### config.mk
export PLATFORM = sky130hd
export DESIGN_NAME = data_ram_ctrl
export DESIGN_NICKNAME = d
export VERILOG_FILES = /design/src/rtl/dram_pkg.sv /design/src/rtl/dram_load_align.sv /design/src/rtl/data_ram_ctrl.sv
export SDC_FILE = /design/constraint.sdc
export NUM_CORES = 1
export LEC_CHECK = 0
export BUFFER_PORTS_ARGS = -buffer_cell sky130_fd_sc_hd__buf_2
export CAP_MARGIN = 40
export CORE_ASPECT_RATIO = 0.7
export CORE_MARGIN = 4
export CORE_UTILIZATION = 35
export DETAILED_ROUTE_END_ITERATION = 8
export PLACE_DENSITY = 0.57
export SLEW_MARGIN = 20
export SYNTH_ARGS = -nofsm -noshare
export SYNTH_HDL_FRONTEND = slang
export SYNTH_SLANG_ARGS = --single-unit
### constraint.sdc
create_clock -name clk -period 4 [get_ports clk]
set_input_delay 0.2 -clock clk [delete_from_list [all_inputs] [get_ports clk]]
set_output_delay 0.2 -clock clk [all_outputs]
set_load 0.02 [all_outputs]
### src/rtl/dram_pkg.sv
// Shared encodings for the data-memory controller: access sizes, FSM states
// and the zero word used for cleared memory and empty responses.
package dram_pkg;

  typedef enum logic [1:0] {
    SIZE_BYTE = 2'd0,
    SIZE_HALF = 2'd1,
    SIZE_WORD = 2'd2,
    SIZE_RSVD = 2'd3
  } size_e;

  typedef enum logic [1:0] {
    ST_INIT = 2'd0,
    ST_IDLE = 2'd1,
    ST_WAIT = 2'd2,
    ST_RESP = 2'd3
  } state_e;

  localparam logic [31:0] ZERO_WORD = '0;

endpackage

### src/rtl/dram_load_align.sv
// Load-path lane selection: shifts the addressed byte/half down to bit 0
// and sign- or zero-extends it to 32 bits.
module dram_load_align (
  input  logic [31:0] word,
  input  logic [1:0]  addr_lo,
  input  logic [1:0]  size,
  input  logic        uns,
  output logic [31:0] data
);
  import dram_pkg::*;

  logic [31:0] shifted;
  size_e       sz;

  assign sz      = size_e'(size);
  assign shifted = word >> {addr_lo, 3'b000};

  always_comb begin
    data = ZERO_WORD;
    case (sz)
      SIZE_BYTE: data = uns ? {24'h0, shifted[7:0]}
                            : {{24{shifted[7]}}, shifted[7:0]};
      SIZE_HALF: data = uns ? {16'h0, shifted[15:0]}
                            : {{16{shifted[15]}}, shifted[15:0]};
      SIZE_WORD: data = word;
      default:   data = ZERO_WORD;
    endcase
  end

endmodule

### src/rtl/data_ram_ctrl.sv
// MEM-stage data RAM: valid/ready request/response with one outstanding access,
// byte/half/word lanes, error reporting, configurable read latency, zero-init.
module data_ram_ctrl #(
  parameter int DEPTH        = 32,
  parameter int ADDR_W       = 32,
  parameter int READ_LATENCY = 1,
  parameter bit INIT_ZERO    = 1'b1
) (
  input  logic              clk,
  input  logic              rst,
  input  logic              req_valid,
  output logic              req_ready,
  input  logic              req_we,
  input  logic [1:0]        req_size,
  input  logic              req_unsigned,
  input  logic [ADDR_W-1:0] req_addr,
  input  logic [31:0]       req_wdata,
  output logic              resp_valid,
  input  logic              resp_ready,
  output logic [31:0]       resp_rdata,
  output logic              resp_err
);
  import dram_pkg::*;

  localparam int AW     = $clog2(DEPTH);
  localparam int WIDX_W = ADDR_W - 2;

  state_e      state, state_n;
  logic [AW-1:0] init_ptr;
  logic [1:0]  lat_cnt;
  logic [31:0] mem [DEPTH];
  logic [31:0] rdata_q;
  logic        err_q;

  size_e       sz;
  logic        accept, acc_err, misalign, range_err;
  logic [AW-1:0] idx;
  logic [3:0]  lane_en;
  logic [31:0] wdata_rep;
  logic [31:0] ld_data;

  assign sz        = size_e'(req_size);
  assign idx       = req_addr[AW+1:2];
  assign range_err = req_addr[ADDR_W-1:2] >= WIDX_W'(DEPTH);
  assign acc_err   = misalign | range_err;
  assign req_ready = (state == ST_IDLE) && !rst;
  assign accept    = req_valid && req_ready;
  assign resp_valid = (state == ST_RESP);
  assign resp_rdata = rdata_q;
  assign resp_err   = err_q;

  always_comb begin
    misalign  = 1'b0;
    lane_en   = 4'b0000;
    wdata_rep = req_wdata;
    case (sz)
      SIZE_BYTE: begin
        lane_en   = 4'b0001 << req_addr[1:0];
        wdata_rep = {4{req_wdata[7:0]}};
      end
      SIZE_HALF: begin
        misalign  = req_addr[0];
        lane_en   = req_addr[1] ? 4'b1100 : 4'b0011;
        wdata_rep = {2{req_wdata[15:0]}};
      end
      SIZE_WORD: begin
        misalign = |req_addr[1:0];
        lane_en  = 4'b1111;
      end
      default: misalign = 1'b1;
    endcase
  end

  // Async array read at acceptance; the result is parked in rdata_q until the
  // latency counter expires, which matches a READ_LATENCY-deep pipeline since
  // nothing else can touch the array while the access is outstanding.
  dram_load_align u_align (
    .word    (mem[idx]),
    .addr_lo (req_addr[1:0]),
    .size    (req_size),
    .uns     (req_unsigned),
    .data    (ld_data)
  );

  always_ff @(posedge clk) begin
    if (!rst) begin
      if (state == ST_INIT) begin
        mem[init_ptr] <= ZERO_WORD;
      end else if (accept && req_we && !acc_err) begin
        for (int unsigned b = 0; b < 4; b++) begin
          if (lane_en[b]) mem[idx][8*b +: 8] <= wdata_rep[8*b +: 8];
        end
      end
    end
  end

  always_comb begin
    state_n = state;
    case (state)
      ST_INIT: if (init_ptr == AW'(DEPTH - 1)) state_n = ST_IDLE;
      ST_IDLE: begin
        if (accept) begin
          if (acc_err || req_we || READ_LATENCY == 1) state_n = ST_RESP;
          else                                        state_n = ST_WAIT;
        end
      end
      ST_WAIT: if (lat_cnt == 2'd1) state_n = ST_RESP;
      ST_RESP: if (resp_ready) state_n = ST_IDLE;
      default: state_n = ST_IDLE;
    endcase
  end

  always_ff @(posedge clk) begin
    if (rst) begin
      state    <= INIT_ZERO ? ST_INIT : ST_IDLE;
      init_ptr <= '0;
      lat_cnt  <= '0;
      rdata_q  <= ZERO_WORD;
      err_q    <= 1'b0;
    end else begin
      state <= state_n;
      if (state == ST_INIT) init_ptr <= init_ptr + AW'(1);
      if (accept) begin
        lat_cnt <= 2'(READ_LATENCY - 1);
        err_q   <= acc_err;
        rdata_q <= (acc_err || req_we) ? ZERO_WORD : ld_data;
      end else if (state == ST_WAIT) begin
        lat_cnt <= lat_cnt - 2'd1;
      end else if (state == ST_RESP && resp_ready) begin
        rdata_q <= ZERO_WORD;
        err_q   <= 1'b0;
      end
    end
  end

endmodule

==> impl_metrics.prom <==
# TYPE chip_impl_metric gauge
chip_impl_metric{name="register_area_share_after_synthesis",unit=""} 0.743
chip_impl_metric{name="layout_worst_path_cycle_share",unit=""} 0.859
chip_impl_metric{name="netlist-cell-type-count",unit=""} 48
chip_impl_metric{name="gp_routability_congestion",unit=""} 0.887
chip_impl_info{name="rsz_0062_raised_after_global_routing",value="no"} 1
chip_impl_metric{name="period_needed",unit="ns"} 3.44
chip_impl_metric{name="vias",unit=""} 22800
chip_impl_metric{name="delay_of_the_slowest_cell_on_the_worst_path",unit="ns"} 0.43
chip_impl_metric{name="dp.final_hpwl",unit="um"} 81700
chip_impl_metric{name="die_w",unit="um"} 425
chip_impl_metric{name="chipHeight",unit="um"} 300
chip_impl_metric{name="timing.reg2reg.worst_path_depth",unit=""} 12
chip_impl_metric{name="viasPerCell",unit=""} 5.50
chip_impl_metric{name="syn_to_final_growth",unit="%"} 17.5
chip_impl_info{name="cts_tree",value="built"} 1
chip_impl_metric{name="global_route.usage.total",unit=""} 0.186
chip_impl_info{name="critPathMostFrequentCell",value="sky130_fd_sc_hd__buf_4"} 1
chip_impl_info{name="path_cells",value="inv_1 -> ha_1 -> nor2b_1 -> and2_1 -> nand4_1 -> buf_4 -> buf_4 -> a21oi_1 -> a21oi_1 -> buf_4 -> nor2_1 -> buf_4"} 1
chip_impl_metric{name="drcViolationCount",unit=""} 0
chip_impl_metric{name="cellLeakagePower",unit="uW"} 0.0173
chip_impl_metric{name="n_fill_cell",unit=""} 10500
chip_impl_metric{name="async_flop_share",unit=""} 0
chip_impl_info{name="reg2reg_to",value="mem[22][25]"} 1
chip_impl_metric{name="stdcell_area",unit="um^2"} 50000
chip_impl_metric{name="global_route_wire_length_before_repair",unit="um"} 170000
chip_impl_metric{name="number_of_antenna_violations_at_the_first_check_in_global_routing",unit=""} 4
chip_impl_info{name="critPathCaptureType",value="flop"} 1
chip_impl_metric{name="timing.final.ws_setup",unit="ns"} 0.562
chip_impl_metric{name="tightest_slew",unit="ns"} 0.917
chip_impl_metric{name="slew_viol_final",unit=""} 0
chip_impl_metric{name="grt-ovfl-total",unit=""} 0
chip_impl_metric{name="cts.htree.levels",unit=""} 3
chip_impl_metric{name="power_density",unit="nW/um^2"} 457
chip_impl_info{name="worst_r2r_startpoint",value="state[1]"} 1
chip_impl_info{name="post_synth_main_area_contributors",value="sky130_fd_sc_hd__edfxtp_1 (72%), sky130_fd_sc_hd__mux4_2 (15%), sky130_fd_sc_hd__mux2i_1 (2.5%)"} 1
chip_impl_metric{name="setup_total_negative_slack",unit="ns"} 0
chip_impl_metric{name="synth_edf_count",unit=""} 1024
chip_impl_metric{name="final-hold-violation-count",unit=""} 0
chip_impl_metric{name="dieArea",unit="um^2"} 127000
chip_impl_info{name="crit_path_start_kind",value="flop"} 1
chip_impl_metric{name="initial_core_utilization",unit=""} 0.354
chip_impl_info{name="cp_top_family",value="simple AND/OR/NAND/NOR gates"} 1
chip_impl_info{name="holdCritPathClass",value="input port to flop"} 1
chip_impl_metric{name="fraction_of_layout_cells_with_a_size_suffix_above_1",unit=""} 0.333
chip_impl_metric{name="crit_arrival",unit="ns"} 3.85
chip_impl_metric{name="core_outline_area",unit="um^2"} 120000
chip_impl_metric{name="cts_made_buffers",unit=""} 96
chip_impl_metric{name="cts.sink_count",unit=""} 1066
chip_impl_metric{name="initialDrtViolationCount",unit=""} 2991
chip_impl_metric{name="postRouteWirelength",unit="um"} 120000
chip_impl_metric{name="timing.clock.skew",unit="ns"} 0.0266
chip_impl_metric{name="yosys_register_bits",unit=""} 1066
chip_impl_metric{name="clock_pin_slew_reported_for_the_worst_setup_and_hold_paths_after_clock_tree_synthesis",unit="ns"} 0.07
chip_impl_metric{name="finalSetupViolations",unit=""} 0
chip_impl_metric{name="synthesis.nets",unit=""} 2190
chip_impl_metric{name="area_used_by_multi_input_combinational_logic",unit="um^2"} 10400
chip_impl_metric{name="final_antenna_net_count",unit=""} 0
chip_impl_info{name="hold_start",value="resp_ready"} 1
chip_impl_info{name="timing.critical_path.slowest_stage_cell",value="sky130_fd_sc_hd__nor2_1"} 1
chip_impl_info{name="synth_common_cells",value="sky130_fd_sc_hd__edfxtp_1 (1024), sky130_fd_sc_hd__mux4_2 (280), sky130_fd_sc_hd__nor2_1 (179)"} 1
chip_impl_info{name="outcome",value="finished, final reports clean"} 1
chip_impl_metric{name="placed_cell_area",unit="um^2"} 46600
chip_impl_info{name="synth_top_area_cell",value="sky130_fd_sc_hd__edfxtp_1"} 1
chip_impl_metric{name="syn_area_per_cell",unit="um^2"} 20.2
chip_impl_metric{name="fp-row-count",unit=""} 106
chip_impl_info{name="cts_root_buffer",value="sky130_fd_sc_hd__clkbuf_16"} 1
chip_impl_metric{name="synth.top_cell.area_share",unit=""} 0.723
chip_impl_metric{name="design.final.nets",unit=""} 2526
chip_impl_metric{name="r2r_slack",unit="ns"} 0.56
chip_impl_metric{name="cp_max_fo",unit=""} 13
chip_impl_info{name="synthFlopType",value="sky130_fd_sc_hd__edfxtp_1"} 1
chip_impl_metric{name="synth_area",unit="um^2"} 42500
chip_impl_info{name="worst-setup-path-type",value="flop to flop"} 1
chip_impl_metric{name="ir_drop",unit="V"} 0.000324
chip_impl_metric{name="worst_hold_path.num_cells",unit=""} 5
chip_impl_metric{name="worst_ep_required_time",unit="ns"} 4.41
chip_impl_metric{name="worst_skew_pair.late_latency",unit="ns"} 0.70
chip_impl_metric{name="wl_per_cell",unit="um"} 28.8
chip_impl_metric{name="first_global_vias",unit=""} 22700
chip_impl_info{name="synth_most_common_cell",value="sky130_fd_sc_hd__edfxtp_1"} 1
chip_impl_info{name="min_to",value="resp_err"} 1
chip_impl_metric{name="mapped_cells",unit=""} 2110
chip_impl_metric{name="yosys_warnings",unit=""} 0
chip_impl_metric{name="cap_violations",unit=""} 0
chip_impl_metric{name="grt_start_max_net_pins",unit=""} 85
chip_impl_metric{name="fmax",unit="MHz"} 291
chip_impl_metric{name="numPortBuffers",unit=""} 106
chip_impl_metric{name="setup_bufs_post_cts",unit=""} 0
chip_impl_metric{name="firstDrtPassIters",unit=""} 6
chip_impl_metric{name="slew_limit_headroom",unit=""} 0.371
chip_impl_metric{name="ports",unit=""} 107
chip_impl_metric{name="seq_area",unit="um^2"} 31600
chip_impl_metric{name="path_buf_inv",unit=""} 5
chip_impl_metric{name="cts_max_path_buffers",unit=""} 3
chip_impl_metric{name="placement.setup.worst_slack",unit="ns"} 0.377
[worst max path at each step]
stage	slack, ns	end	from	cells past startpoint
after global placement	0.40	mem[22][31]	req_size[0]	12
after floorplan	0.89	mem[0][10]	state[1]	8
after global routing	0.37	mem[22][31]	state[1]	12
final	0.56	mem[22][25]	state[1]	12
after detailed placement	0.38	resp_rdata[25]	req_addr[2]	11
after CTS	0.54	mem[7][13]	state[1]	10
[sequential cells by signal, indices dropped and copies added (netlist names)]
signal and count:
state 2, resp_rdata 32, mem 1024, resp_err 1, lat_cnt 2, init_ptr 5
[kinds of logic (layout without fill, tap and decap cells)]
logic type,Yosys count,count (layout),synth area share
AOI/OAI and AO/OA,201,201,0.0343
xor gates and xnor gates,4,4,0.000824
adders and majority gates,8,8,0.00235
buffers and inverters,146,564,0.0160
DFF,1066,1066,0.743
muxes,392,392,0.175
other,0,1,0
and+or+nand+nor,293,293,0.0287
[layout make-up]
type | count | area share
antenna | 1 | 0.0000501
clock buffer | 125 | 0.0511
clock inverter | 55 | 0.0133
inverter | 22 | 0.00170
multi-input combinational | 898 | 0.207
sequential | 1066 | 0.632
tap | 1620 | 0.0406
timing repair buffer | 362 | 0.0535
[report_power, final]
group	internal [uW]	switching (uW)	leakage, uW
Sequential	12100	32.0	0.0107
Clock	5430	4130	0.00157
Combinational	413	690	0.00496
Total	18000	4860	0.0173
[placed cells by master (no fill, tap or decap), types with 15 or more instances in the layout]
cell type and instances:
sky130_fd_sc_hd__clkinv_1 15, sky130_fd_sc_hd__dfxtp_1 42, sky130_fd_sc_hd__a22oi_1 42, sky130_fd_sc_hd__inv_1 21, sky130_fd_sc_hd__clkinv_2 17, sky130_fd_sc_hd__mux4_2 280
sky130_fd_sc_hd__nor3_1 15, sky130_fd_sc_hd__mux2i_1 105, sky130_fd_sc_hd__clkbuf_1 26, sky130_fd_sc_hd__buf_2 104, sky130_fd_sc_hd__nand2_1 60, sky130_fd_sc_hd__nor2_2 22
sky130_fd_sc_hd__nor2_1 156, sky130_fd_sc_hd__clkbuf_16 97, sky130_fd_sc_hd__a21oi_1 51, sky130_fd_sc_hd__edfxtp_1 1024, sky130_fd_sc_hd__buf_4 234, sky130_fd_sc_hd__a221oi_1 26
[stage by stage]
step | total power (uW) | instances | hold WS (ns) | utilization
floorplan | 13000 | 2110 | 0.433 | -
global placement | 13500 | 3953 | 0.488 | 0.388
detailed placement | 13500 | 3959 | 0.495 | 0.389
CTS | 23000 | 4142 | 0.0402 | 0.416
global route | 23600 | 4148 | 0.0556 | 0.416
finish | 22800 | 4149 | 0.0344 | 0.416
[layer usage]
| layer | GRT usage | up-vias | part of all wire |
|---|---|---|---|
| li1 | - | 9401 | - |
| met3 | 0.0418 | 193 | 0.089 |
| met2 | 0.274 | 1138 | 0.45 |
| met5 | 0 | - | 0 |
| met1 | 0.275 | 12100 | 0.43 |
| met4 | 0.0618 | 0 | 0.034 |
[what timing repair did]
item	in CTS	in global routing
endpoints found under the hold margin	4	0
resized for setup	0	0
hold buffers	3	0
[tightest hold or removal path: cells and delay by family]
family	cells	cell delay, ns
buf+inv	1	0.11
simple gates	2	0.15
compound gates	2	0.23
Note: power is estimated with default switching activity, not from simulation.
